==> src/rtl/fetch_pkg.sv <==
// Shared state type and constants for the RV32I instruction-fetch controller.
// With MISALIGN_TRAP_EN defined, the state type gains S_HALT for the misaligned-redirect trap.
package fetch_pkg;

`ifdef MISALIGN_TRAP_EN
  typedef enum logic [1:0] {
    S_REQ  = 2'd0,
    S_RESP = 2'd1,
    S_HALT = 2'd2
  } fetch_state_e;
`else
  typedef enum logic [1:0] {
    S_REQ  = 2'd0,
    S_RESP = 2'd1
  } fetch_state_e;
`endif

  localparam logic [31:0] NOP_INSTR        = 32'h0000_0013;
  localparam logic [31:0] DEFAULT_RESET_PC = 32'h0000_0000;
  localparam logic [31:0] PC_INC           = 32'd4;
  localparam logic [31:0] PC_ALIGN_MASK    = 32'hFFFF_FFFC;

endpackage

==> src/rtl/fetch_out_reg.sv <==
// One-entry output register between fetch and decode: holds valid/pc/instr and
// a registered pc+4 so every decode-facing output comes straight from a flop.
module fetch_out_reg
  import fetch_pkg::*;
(
  input  logic        clk,
  input  logic        resetn,
  input  logic        i_load,
  input  logic [31:0] i_load_pc,
  input  logic [31:0] i_load_instr,
  input  logic        i_consume,
  input  logic        i_flush,
  output logic        o_valid,
  output logic [31:0] o_pc,
  output logic [31:0] o_pc4,
  output logic [31:0] o_instr
);

  logic        r_valid;
  logic [31:0] r_pc;
  logic [31:0] r_pc4;
  logic [31:0] r_instr;

  // Flush beats load beats consume; pc/instr keep their last value when invalidated.
  always_ff @(posedge clk or negedge resetn) begin
    if (!resetn) begin
      r_valid <= 1'b0;
      r_pc    <= 32'h0000_0000;
      r_pc4   <= PC_INC;
      r_instr <= NOP_INSTR;
    end else if (i_flush) begin
      r_valid <= 1'b0;
    end else if (i_load) begin
      r_valid <= 1'b1;
      r_pc    <= i_load_pc;
      r_pc4   <= i_load_pc + PC_INC;
      r_instr <= i_load_instr;
    end else if (i_consume) begin
      r_valid <= 1'b0;
    end
  end

  assign o_valid = r_valid;
  assign o_pc    = r_pc;
  assign o_pc4   = r_pc4;
  assign o_instr = r_instr;

endmodule

==> src/rtl/fetch_ctrl.sv <==
// Instruction-fetch controller: owns the fetch PC, keeps one imem request in flight,
// applies execute redirects and drops stale responses. Optional feature macro: MISALIGN_TRAP_EN.
module fetch_ctrl
  import fetch_pkg::*;
#(
  parameter logic [31:0] RESET_PC = DEFAULT_RESET_PC
) (
  input  logic        clk,
  input  logic        resetn,
  input  logic        i_stall,
  input  logic        i_redirect,
  input  logic [31:0] i_redirect_pc,
  output logic        o_imem_req,
  output logic [31:0] o_imem_addr,
  input  logic        i_imem_gnt,
  input  logic        i_imem_rvalid,
  input  logic [31:0] i_imem_rdata,
  output logic        o_if_valid,
  output logic [31:0] o_if_pc,
  output logic [31:0] o_if_pc4,
  output logic [31:0] o_if_instr,
  output logic        o_misalign
);

  fetch_state_e r_state;
  fetch_state_e w_next_state;
  logic [31:0]  r_pc;
  logic [31:0]  w_next_pc;
  logic [31:0]  w_redir_pc;
  logic         r_kill;
  logic         w_next_kill;
  logic         w_capture;
  logic         w_drain;
  logic         w_consume;
  logic         w_granted;
  logic         w_if_valid;

`ifdef MISALIGN_TRAP_EN
  logic w_misaligned;
  logic w_next_misalign;
  logic r_misalign;
  assign w_redir_pc   = i_redirect_pc;
  assign w_misaligned = |i_redirect_pc[1:0];
`else
  assign w_redir_pc   = i_redirect_pc & PC_ALIGN_MASK;
`endif

  // A new request is only offered when its response will have somewhere to land.
  assign w_consume   = w_if_valid && !i_stall;
  assign w_drain     = !w_if_valid || !i_stall;
  assign o_imem_req  = (r_state == S_REQ) && w_drain;
  assign o_imem_addr = r_pc;
  assign w_granted   = o_imem_req && i_imem_gnt;

  always_ff @(posedge clk or negedge resetn) begin
    if (!resetn) begin
      r_state <= S_REQ;
      r_pc    <= RESET_PC;
      r_kill  <= 1'b0;
    end else begin
      r_state <= w_next_state;
      r_pc    <= w_next_pc;
      r_kill  <= w_next_kill;
    end
  end

  always_comb begin
    w_next_state = r_state;
    w_next_pc    = r_pc;
    w_next_kill  = r_kill;
    w_capture    = 1'b0;
`ifdef MISALIGN_TRAP_EN
    w_next_misalign = 1'b0;
`endif
    case (r_state)
      S_REQ: begin
        if (w_granted) w_next_state = S_RESP;
      end
      S_RESP: begin
        if (i_imem_rvalid) begin
          w_next_state = S_REQ;
          w_next_kill  = 1'b0;
          if (!r_kill) begin
            w_capture = 1'b1;
            w_next_pc = r_pc + PC_INC;
          end
        end
      end
`ifdef MISALIGN_TRAP_EN
      S_HALT: begin
        if (i_imem_rvalid) w_next_kill = 1'b0;
      end
`endif
      default: w_next_state = S_REQ;
    endcase

    // Redirect wins over everything; kill marks whichever response is still owed.
    if (i_redirect) begin
      w_capture = 1'b0;
      w_next_pc = w_redir_pc;
      case (r_state)
        S_REQ:   w_next_kill = w_granted;
        S_RESP:  w_next_kill = !i_imem_rvalid;
        default: ;
      endcase
`ifdef MISALIGN_TRAP_EN
      if (w_misaligned) begin
        w_next_state    = S_HALT;
        w_next_misalign = 1'b1;
      end else if (r_state == S_HALT) begin
        w_next_state = w_next_kill ? S_RESP : S_REQ;
      end
`endif
    end
  end

`ifdef MISALIGN_TRAP_EN
  always_ff @(posedge clk or negedge resetn) begin
    if (!resetn) r_misalign <= 1'b0;
    else         r_misalign <= w_next_misalign;
  end
  assign o_misalign = r_misalign;
`else
  assign o_misalign = 1'b0;
`endif

  fetch_out_reg u_out_reg (
    .clk          (clk),
    .resetn       (resetn),
    .i_load       (w_capture),
    .i_load_pc    (r_pc),
    .i_load_instr (i_imem_rdata),
    .i_consume    (w_consume),
    .i_flush      (i_redirect),
    .o_valid      (w_if_valid),
    .o_pc         (o_if_pc),
    .o_pc4        (o_if_pc4),
    .o_instr      (o_if_instr)
  );

  assign o_if_valid = w_if_valid;

endmodule

==> config.mk <==
export PLATFORM = sky130hd
export DESIGN_NAME = fetch_ctrl
export DESIGN_NICKNAME = d
export VERILOG_FILES = /design/src/rtl/fetch_pkg.sv /design/src/rtl/fetch_out_reg.sv /design/src/rtl/fetch_ctrl.sv
export SDC_FILE = /design/constraint.sdc
export NUM_CORES = 1
export LEC_CHECK = 0
export BUFFER_PORTS_ARGS = -buffer_cell sky130_fd_sc_hd__buf_2
export CORE_MARGIN = 2
export CORE_UTILIZATION = 30
export CTS_CLUSTER_DIAMETER = 40
export DETAILED_ROUTE_END_ITERATION = 8
export PLACE_DENSITY_LB_ADDON = 0.2
export SLEW_MARGIN = 20
export SYNTH_ARGS = -nofsm -noshare
export SYNTH_HDL_FRONTEND = slang
export SYNTH_SLANG_ARGS = --single-unit
==> constraint.sdc <==
create_clock -name clk -period 4.1 [get_ports clk]
set_input_delay 0.615 -clock clk [delete_from_list [all_inputs] [get_ports clk]]
set_output_delay 0.615 -clock clk [all_outputs]
set_load 0.01 [all_outputs]
==> results of run 1 <==
[power groups by stage]
stage	clock, mW	sequential, mW	combinational (mW)
after floorplan	0	1.92	0.365
after global placement	0	1.80	0.984
after detailed placement	0	1.81	0.991
after CTS	1.64	1.79	0.993
after global routing	1.70	1.84	1.10
final	1.60	1.79	0.973
[layout by cell type (no fill, tap or decap), types with 3 or more instances in the layout]
cell,count
and3_1,7
buf_2,190
buf_4,7
bufinv_16,4
clkbuf_1,6
clkbuf_16,17
conb_1,7
dfrtp_1,121
dfstp_2,4
nand2_1,257
nand3_1,19
nand4_1,21
nor2_1,9
nor3_1,5
nor4_1,3
nor4_4,4
o21ai_0,45
o21ai_1,11
xnor2_1,20
xor2_1,35
[kinds of logic (layout without fill, tap and decap cells)]
family / Yosys count / count (layout) / share of synthesized area, %
flops: 125 / 125 / 54.4
other cells: 1 / 8 / 0.0651
compound gates: 63 / 63 / 5.75
xor+xnor: 55 / 55 / 8.36
buf+inv: 52 / 231 / 4.30
fa+ha+maj: 1 / 1 / 0.217
simple gates: 339 / 339 / 26.2
mux: 4 / 4 / 0.738
[path summary, 6_finish.rpt]
path                                                  start                                 to  slack (ns)  depth (start not counted)
max in group asynchronous                            resetn        o_imem_addr[21]$_DFFE_PN0P_        2.97                          2
min in group clk                           i_imem_rdata[30]  u_out_reg.o_instr[30]$_DFFE_PN0P_        0.39                          3
hold reg to reg            u_out_reg.o_instr[1]$_DFFE_PN1P_   u_out_reg.o_instr[1]$_DFFE_PN1P_        0.46                          2
setup / recovery                 o_imem_addr[4]$_DFFE_PN0P_        o_imem_addr[27]$_DFFE_PN0P_        1.65                          5
hold / removal                                       resetn  u_out_reg.o_instr[22]$_DFFE_PN0P_        0.21                          1
setup reg to reg                 o_imem_addr[4]$_DFFE_PN0P_        o_imem_addr[27]$_DFFE_PN0P_        1.65                          5
[area by class of cell]
cell class,instances,area [sq um],share of cell area (%)
sequential,125,3130,41.9
multi-input combinational,469,2420,32.4
timing repair buffer,198,1010,13.6
clock buffer,25,475,6.35
tap,234,293,3.91
clock inverter,7,138,1.84
inverter,1,3.75,0.0502
antenna,1,2.50,0.0334
[routing by layer]
layer | track usage (%) | vias to the layer above | part of all wire (%)
met5 | 0 | - | 0
met4 | 4.59 | 0 | 1.1
met3 | 4.66 | 17 | 6.3
met2 | 25.1 | 166 | 43
met1 | 24.7 | 2213 | 50
li1 | - | 2409 | -
[critical path, delay by kind of cell, from the launching register on]
kind | cells | cell delay, ns
muxes | 1 | 0.25
DFF | 1 | 0.51
xor gates and xnor gates | 1 | 0.18
and+or+nand+nor | 3 | 1.39
[registers in the layout (all words and copies together) (netlist names)]
signal	cells
u_out_reg.o_valid	1
u_out_reg.o_pc4	30
r_kill	1
u_out_reg.o_pc	30
u_out_reg.o_instr	32
r_state	1
o_imem_addr	30
==> reports/qor.txt, run 1 <==
dpl ws: 1.55 ns
Design Area, Final: 0.00748 sq mm
DP Cell Count: 1027
initial antenna violation count: 1
GR Overflow Total: 0
CTS tree: built
Critical Path Start Type: register
clk sinks: 125
register clock-pin slew on the reported worst setup and hold paths: 0.05 ns
total number of vias: 4805
final hold violations: 0
Nets: 883
clock power share: 36.7%
EDFF count, synth: 0
asr flop ratio synth: 100%
clock root cell: clkbuf_16
Max Cap Viol: 0
die height: 143 microns
largest net degree at the start of global routing: 104
CTS max path bufs: 2
Final WS setup: 1.65 ns
IO Port Bufs: 191
Clock Skew: 0.00874 ns
minimum clock period: 2.45 ns
Tot GR Track Use: 17.1%
Std-Cell Rows: 50
initial DRC count: 170
status: finished clean
Finished Layout Cells: 1060
gpl congestion: 0.739
RSZ-0062 raised after global routing: no
Int Power: 3.02 mW
# Post-CTS Setup Buffers: 0
HPWL after detailed placement: 11600 microns
die area: 0.0203 sq mm
Area Overhead vs Synth: 29.8%
Mapped Area: 0.00576 sq mm
cts hold-fix bufs: 0
H-tree depth: 4
CTS buffer count: 17
critical path class: reg2reg
fin util: 39.9%
layout cells sized above 1: 29.6%
Synth cell types: 39
fill cell count: 1941
routed wire length: 16900 microns
drt drc: 0
CP cell instances: nand3_1 > nor4_4 > nand4_1 > xnor2_1 > mux2_2
Max stage delay on crit path: 0.79 ns
PwrDens: 582 mW/mm^2
worst endpoint data arrival time: 2.74 ns
first-pass GRT wire length: 26600 microns
core area: 0.0188 sq mm
worst vdd ir: 0.269 mV
CP max stage cell: nor4_4
yosys warns: 0
Avg WL per Cell: 15.9 microns
Slew HR: 29.2%
worst-skew pair later-pin latency: 0.41 ns
post-CTS sizing: 0
combinational cell fraction of total power: 22.3%
final setup fails: 0
vias in the first global route: 4618
IO Count: 201
Detail Route Antenna Nets: 0
Synth top cells by count: nand2_1, dfrtp_1, o21ai_0
Synth top area share: 52.5%
via density per instance: 4.53
Psw: 1.34 mW
top cells by area, synth: dfrtp_1, nand2_1, xor2_1, o21ai_0, xnor2_1
die width: 143 microns
share of the cycle needed by the critical path after routing: 59.7%
Initial Util: 30.7%
Seq pwr share: 41.0%
Hold Slack: 0.208 ns
Slew Viols, Final: 0
f_max: 408 MHz
Cells after Synth: 640
Placed Area: 0.00687 sq mm
DR pass1 iterations: 4
CP Capture Type: register
Switching Share: 30.8%
actual slew at the worst max-slew pin: 1.06 ns
worst min path class: in2async
Worst Path Required: 4.40 ns
Crit Path Max Fanout: 12
post-synthesis sequential area ratio: 54.4%
flops & latches, synth: 125
Post-Syn Area per Cell: 9.01 sq um
ys flop type: dfrtp_1
sum of negative setup slack: 0 ns
leakage power: 3.82 nW
Yosys top cell by area: dfrtp_1
dominant cell by count in the synthesized netlist: nand2_1
overall power: 4.36 mW
(Power assumes the default switching activity.)
==> run 2, diff against run 1 <==
==> constraint.sdc (replaced) <==
create_clock -name clk -period 2.2 [get_ports clk]
set_input_delay 0.33 -clock clk [delete_from_list [all_inputs] [get_ports clk]]
set_output_delay 0.33 -clock clk [all_outputs]
set_load 0.01 [all_outputs]
==> reports/qor.txt, run 2 (synthesis results as in run 1) <==
status: finished clean
final setup fails: 0
Initial Util: 30.7%
layout cells sized above 1: 32.3%
dpl ws: 0.218 ns
Avg WL per Cell: 15.9 microns
Switching Share: 30.3%
critical path class: reg2reg
PwrDens: 1070 mW/mm^2
largest net degree at the start of global routing: 104
Tot GR Track Use: 17.3%
Int Power: 5.83 mW
vias in the first global route: 4721
CTS tree: built
clock root cell: clkbuf_16
HPWL after detailed placement: 12300 microns
Largest register FFs: 32
Std-Cell Rows: 50
initial antenna violation count: 0
worst endpoint data arrival time: 2.28 ns
CTS max path bufs: 2
die area: 0.0203 sq mm
Clock Skew: 0.0102 ns
fin util: 41.5%
die height: 143 microns
fill cell count: 1934
antenna cell count: 0
minimum clock period: 1.99 ns
Nets: 912
die width: 143 microns
RSZ-0062 raised after global routing: no
via density per instance: 4.52
Max Cap Viol: 0
total number of vias: 4921
commonest non-fill, non-tap cells in the layout: nand2_1, buf_2, dfrtp_1
CP Capture Type: register
Design Area, Final: 0.00780 sq mm
Crit Path Max Fanout: 8
combinational cell fraction of total power: 23.5%
Critical Path Start Type: register
gpl congestion: 0.752
Placed Area: 0.00713 sq mm
Slew Viols, Final: 0
clock power share: 37.5%
sum of negative setup slack: 0 ns
worst vdd ir: 0.536 mV
IO Port Bufs: 191
worst-skew pair later-pin latency: 0.42 ns
Seq pwr share: 39.0%
flop2flop setup slack: 0.21 ns
actual slew at the worst max-slew pin: 0.576 ns
register clock-pin slew on the reported worst setup and hold paths: 0.06 ns
Final WS setup: 0.214 ns
leakage power: 4.00 nW
f_max: 504 MHz
core area: 0.0188 sq mm
initial DRC count: 206
overall power: 8.36 mW
Psw: 2.53 mW
Worst Path Required: 2.49 ns
worst min path class: in2reg
commonest non-fill, non-tap cell in the layout: nand2_1
DR pass1 iterations: 4
Detail Route Antenna Nets: 0
Hold Slack: 0.0977 ns
CTS buffer count: 17
# Post-CTS Setup Buffers: 0
share of the cycle needed by the critical path after routing: 90.3%
GR Overflow Total: 0
clk sinks: 125
Finished Layout Cells: 1088
final hold violations: 0
post-CTS sizing: 0
IO Count: 201
drt drc: 0
Slew HR: 61.6%
first-pass GRT wire length: 26800 microns
Area Overhead vs Synth: 35.3%
H-tree depth: 4
DP Cell Count: 1055
routed wire length: 17300 microns
run 2: final timing paths:
path,startpoint,endpoint,depth (start not counted)
worst max-delay path,o_imem_addr[2]$_DFFE_PN0P_,u_out_reg.o_pc4[22]$_DFFE_PN0P_,7
worst max register to register,o_imem_addr[2]$_DFFE_PN0P_,u_out_reg.o_pc4[22]$_DFFE_PN0P_,7
worst min register to register,u_out_reg.o_instr[0]$_DFFE_PN1P_,u_out_reg.o_instr[0]$_DFFE_PN1P_,2
max in group asynchronous,resetn,u_out_reg.o_instr[0]$_DFFE_PN1P_,3
worst min-delay path,i_imem_rdata[30],u_out_reg.o_instr[30]$_DFFE_PN0P_,3
min in group asynchronous,resetn,u_out_reg.o_instr[22]$_DFFE_PN0P_,2
run 2: power by group through the flow:
stage	sequential (mW)	combinational, mW	clock (mW)
6_report	3.26	1.96	3.14
5_1_grt	3.35	2.20	3.32
4_1_cts	3.27	2.01	3.22
3_5_place_dp	3.30	2.00	0
3_3_place_gp	3.29	1.98	0
2_1_floorplan	3.58	0.680	0
run 2: area by class of cell:
type | instances | area (sq um) | area share [%]
clock inverter | 10 | 184 | 2.36
sequential | 125 | 3130 | 40.2
multi-input combinational | 469 | 2420 | 31.1
timing repair buffer | 227 | 1280 | 16.5
tap | 234 | 293 | 3.76
inverter | 1 | 3.75 | 0.0481
clock buffer | 22 | 474 | 6.08
run 2: worst max-delay path, stage by stage (launching register included):
cell and delay (ns):
dfrtp_1 0.35, ha_1 0.34, nand3_1 0.23, nor4_4 0.29
buf_4 0.21, nand4_1 0.12, xor2_1 0.24, o21ai_2 0.07
run 2: what timing repair did:
action	CTS	global route
endpoints found under the setup margin	0	0
endpoints found under the hold margin	42	0
hold buffers	1	0
run 2: layer usage:
layer	wire (microns)	global-route usage [%]	up-vias
li1	-	-	2465
met1	8380	24.3	2265
met2	7360	25.0	168
met3	1210	5.60	23
met4	300	5.89	0
met5	0	0	-
